$ cat config.mk
export PLATFORM = sky130hd
export DESIGN_NAME = dram_access_arbiter
export DESIGN_NICKNAME = d
export VERILOG_FILES = /design/src/rtl/dram_access_arbiter.sv
export SDC_FILE = /design/constraint.sdc
export NUM_CORES = 1
export LEC_CHECK = 0
export BUFFER_PORTS_ARGS = -buffer_cell sky130_fd_sc_hd__buf_2
export CORE_MARGIN = 5
export CORE_UTILIZATION = 35
export DETAILED_ROUTE_END_ITERATION = 8
export GPL_TIMING_DRIVEN = 0
export PLACE_DENSITY = 0.72
export RECOVER_POWER = 25
export SETUP_SLACK_MARGIN = 0.05
export SLEW_MARGIN = 20
export SYNTH_ARGS = -nofsm -noshare
export SYNTH_HDL_FRONTEND = slang
export SYNTH_SLANG_ARGS = --single-unit
$ cat constraint.sdc
create_clock -name clk -period 2.9 [get_ports clk]
set_clock_uncertainty 0.2 [all_clocks]
set_input_delay 0.58 -clock clk [delete_from_list [all_inputs] [get_ports clk]]
set_output_delay 0.58 -clock clk [all_outputs]
set_load 0.01 [all_outputs]
$ cat src/rtl/dram_access_arbiter.sv
// Two-port arbiter for the single-port data RAM: port 0 is the CPU MEM stage, port 1 the
// context save/restore engine. Round-robin on ties, fixed-delay access timer, one-cycle response.
//
// state  | meaning
// IDLE   | no access in flight; arbitrate and latch the winner's request
// ACCESS | RAM selected; timer counts CLK_DELAY cycles, read data captured at terminal count
// RESP   | one-cycle ack/rdata/err pulse to the granted port
module dram_access_arbiter #(
  parameter int ADDR_WIDTH = 5,
  parameter int CLK_DELAY  = 8
) (
  input  logic        clk,
  input  logic        rst,
  input  logic        m0_req,
  input  logic        m0_we,
  input  logic [31:0] m0_addr,
  input  logic [31:0] m0_wdata,
  output logic        m0_ack,
  output logic [31:0] m0_rdata,
  output logic        m0_err,
  input  logic        m1_req,
  input  logic        m1_we,
  input  logic [31:0] m1_addr,
  input  logic [31:0] m1_wdata,
  output logic        m1_ack,
  output logic [31:0] m1_rdata,
  output logic        m1_err,
  output logic        stall,
  output logic        mem_cs,
  output logic        mem_we,
  output logic [31:0] mem_addr,
  output logic [31:0] mem_din,
  input  logic [31:0] mem_dout,
  output logic        busy
);

  typedef enum logic [1:0] {
    IDLE   = 2'd0,
    ACCESS = 2'd1,
    RESP   = 2'd2
  } state_t;

  localparam logic [3:0] CNT_INIT = 4'(CLK_DELAY - 1);

  state_t      state;
  logic        rr_last;
  logic        gnt_port;
  logic        we_r;
  logic [3:0]  cnt;

  logic        pick_valid;
  logic        pick_port;
  logic        sel_we;
  logic [31:0] sel_addr;
  logic [31:0] sel_wdata;
  logic        sel_in_range;
  logic [31:0] read_word;

  // On a tie the port that did not win last time is granted.
  always_comb begin
    pick_valid = m0_req | m1_req;
    pick_port  = 1'b0;
    if (m0_req && m1_req)
      pick_port = ~rr_last;
    else if (m1_req)
      pick_port = 1'b1;
  end

  assign sel_we       = pick_port ? m1_we    : m0_we;
  assign sel_addr     = pick_port ? m1_addr  : m0_addr;
  assign sel_wdata    = pick_port ? m1_wdata : m0_wdata;
  assign sel_in_range = (sel_addr >> ADDR_WIDTH) == 32'd0;
  assign read_word    = we_r ? 32'd0 : mem_dout;

  always_ff @(posedge clk or negedge rst) begin
    if (!rst) begin
      state    <= IDLE;
      rr_last  <= 1'b1;
      gnt_port <= 1'b0;
      we_r     <= 1'b0;
      cnt      <= 4'd0;
      mem_cs   <= 1'b0;
      mem_we   <= 1'b0;
      mem_addr <= 32'd0;
      mem_din  <= 32'd0;
      m0_ack   <= 1'b0;
      m0_rdata <= 32'd0;
      m0_err   <= 1'b0;
      m1_ack   <= 1'b0;
      m1_rdata <= 32'd0;
      m1_err   <= 1'b0;
    end else begin
      // Response outputs and the write strobe are single-cycle pulses.
      m0_ack   <= 1'b0;
      m0_rdata <= 32'd0;
      m0_err   <= 1'b0;
      m1_ack   <= 1'b0;
      m1_rdata <= 32'd0;
      m1_err   <= 1'b0;
      mem_we   <= 1'b0;
      case (state)
        IDLE: begin
          if (pick_valid) begin
            gnt_port <= pick_port;
            rr_last  <= pick_port;
            we_r     <= sel_we;
            if (sel_in_range) begin
              cnt      <= CNT_INIT;
              mem_cs   <= 1'b1;
              mem_we   <= sel_we;
              mem_addr <= sel_addr;
              mem_din  <= sel_wdata;
              state    <= ACCESS;
            end else begin
              // Out-of-range requests never reach the RAM.
              if (pick_port) begin
                m1_ack <= 1'b1;
                m1_err <= 1'b1;
              end else begin
                m0_ack <= 1'b1;
                m0_err <= 1'b1;
              end
              state <= RESP;
            end
          end
        end
        ACCESS: begin
          if (cnt == 4'd0) begin
            mem_cs   <= 1'b0;
            mem_addr <= 32'd0;
            mem_din  <= 32'd0;
            if (gnt_port) begin
              m1_ack   <= 1'b1;
              m1_rdata <= read_word;
            end else begin
              m0_ack   <= 1'b1;
              m0_rdata <= read_word;
            end
            state <= RESP;
          end else begin
            cnt <= cnt - 4'd1;
          end
        end
        RESP: begin
          state <= IDLE;
        end
        default: begin
          state  <= IDLE;
          mem_cs <= 1'b0;
        end
      endcase
    end
  end

  // Reset gating keeps the pipeline unstalled while the arbiter is held in reset.
  assign stall = rst & m0_req & ~m0_ack;
  assign busy  = (state != IDLE);

endmodule
==> out/metrics.csv <==
metric,value,unit
Crit Path Class,flop to flop,
# rows,46,
CP startpoint kind,flop,
failing checks,negative hold slack,
top post-synthesis cells by area,"dfrtp_1, mux2i_1, nor2_1",
"wirelength, routed",16500,µm
setup_tns,0,ns
"antenna viol nets, final",0,
critical path required time,2.96,ns
TritonCTS clock tree,yes,
ant diodes,0,
DR WL/cell,15.9,µm
crit path from,rr_last,
Critical Path Sink,mem_din[26],
share of synthesized registers carrying an async set or reset,1.00,
Die Wd,136,µm
flop-to-flop setup slack,0.24,ns
layout cells sized above 1,0.426,
I/O Pins,302,
Clock Latency Late Sink,0.41,ns
CP Capture Type,flop,
Cells after Synth,486,
"flops & latches, synth",143,
CTS Buf Count,17,
initial antenna violation count,0,
grt total ovfl,0,
post-synth top area cell,dfrtp_1,
Final Setup Violations,0,
clock slew at reported path FFs,0.06,ns
post-synthesis sequential area ratio,0.639,
root cell of the clock tree,clkbuf_16,
Max clock buf depth,2,
H-tree level count,4,
Final Cycle Share,0.917,
Post-DP HPWL,12900,µm
height of the die,136,µm
largest net degree at the start of global routing,75,
max_cap viols,0,
IO buf count,301,
most common cell in the synthesized netlist,dfrtp_1,
Worst Path Max Fanout,10,
Worst Reg-to-Reg Cells,7,
GP Congestion,0.870,
Post-synth EDFFs,0,
Final Non-Filler Cells,1036,
Worst slew margin,0.529,
peak supply drop,0.364,mV
DR vias,4797,
core box area,0.0158,mm²
die area,0.0186,mm²
drt pass-1 iters,4,
fmax,376,MHz
Cell variety after synth,36,
Total Power,0.00451,W
vias in the first global route,4947,
Layout area overhead,42.3,%
HP Class,primary input to async pin,
RSZ-0062 raised after global routing,false,
most common library cells after synthesis,"dfrtp_1, nor2_1, nand2_1",
Initial Util,0.355,
CTS sink count,143,
Yosys Warn Count,0,
drt via density,4.63,
fin. max-slew vios,0,
Synthesized Nets,653,
syn avg cell area,11.5,µm²
worst hold margin,-0.0819,ns
Cell Pwr Density,566,mW/mm²
FF-to-FF End,mem_din[26],
status,finished with violations,
final hold vios,73,
CP Data Arrival Time,2.72,ns
Worst Tran Pin Value,0.699,ns
FF-to-FF Start,rr_last,
DRC Markers,0,
Synth top area share,0.634,
Mapped Area,0.00560,mm²
post-layout net count,974,
Post-synth top flop,dfrtp_1,
Total Routing Usage GR,0.177,
Placed Instances,1004,
Leak Pwr,4.29,nW
minimum clock period,2.66,ns
first-pass GRT wire length,25400,µm
1st-iter DRT viols,134,
-- state kept, by name, indices dropped and copies added, names as in the netlist --
signal and flops:
m0_ack 1, mem_addr 32, m1_err 1, m1_rdata 32, we_r 1, mem_we 1
state 2, gnt_port 1, cnt 4, mem_cs 1, m1_ack 1, m0_err 1
mem_din 32, rr_last 1, m0_rdata 32
-- power breakdown --
part           switching [W]  internal (W)  leakage (nW)
clock               0.000896       0.00112         0.266
sequential         0.0000135       0.00202          1.78
combinational       0.000253      0.000210          2.24
total                0.00116       0.00335          4.29
-- repair_timing --
item / CTS / global route
setup buffers: 0 / 0
gates resized for setup: 1 / 0
endpoints found under the hold margin: 73 / 73
endpoints found under the setup margin: 24 / 0
-- layer usage --
metal	track usage	vias to the layer above	share of wire
met3	0.0537	15	0.088
li1	-	2308	-
met2	0.289	197	0.48
met4	0.0543	0	0.013
met1	0.226	2277	0.42
met5	0	-	0
-- stage by stage --
stage	hold slack, ns	util	worst slack, ns	area [µm²]
after global placement	0.312	0.468	-1.28	7380
final	-0.0819	0.505	0.242	7970
after CTS	-0.0726	0.505	0.206	7970
after floorplan	0.0844	-	0.323	5600
after detailed placement	0.320	0.470	-0.368	7410
after global routing	-0.0526	0.505	0.0673	7970
-- worst min-delay path by stage --
stage                         endpoint  slack (ns)
after floorplan                 cnt[0]        0.08
after global placement         rr_last        0.31
after detailed placement   mem_addr[9]        0.32
after CTS                 m0_rdata[16]       -0.07
after global routing      m0_rdata[16]       -0.05
final                     m0_rdata[16]       -0.08
-- worst max-delay path: stages, from the launching register on --
cell and delay (ns):
dfstp_2 0.54, a21boi_0 0.17, clkbuf_2 0.27, o21ai_0 0.62, and3_1 0.29, buf_6 0.18, buf_12 0.14, o22ai_1 0.09
-- cells by family after synthesis --
family | count (synthesis) | synth area share
compound gates | 85 | 0.105
fa+ha+maj | 1 | 0.00223
buf+inv | 37 | 0.0357
flops | 143 | 0.639
mux | 37 | 0.0661
simple gates | 183 | 0.151
-- final cells by class --
cell class	instances	area [µm²]
clock inverter	15	128
buffer	31	179
sequential	143	3580
timing repair buffer	302	1540
multi-input combinational	306	1820
tap	216	270
clock buffer	17	425
fill	1491	7800
inverter	6	22.5
-- layout by cell type (no fill, tap or decap), types with 10 or more instances in the layout --
master and instances:
buf_2 304, dfrtp_1 142, nor2_1 77, nand2_1 43, mux2i_1 37, o22ai_1 36
nand2b_1 33, a21boi_0 29, clkbuf_1 21, clkbuf_16 17, nor4_1 10
(Power assumes the default switching activity.)
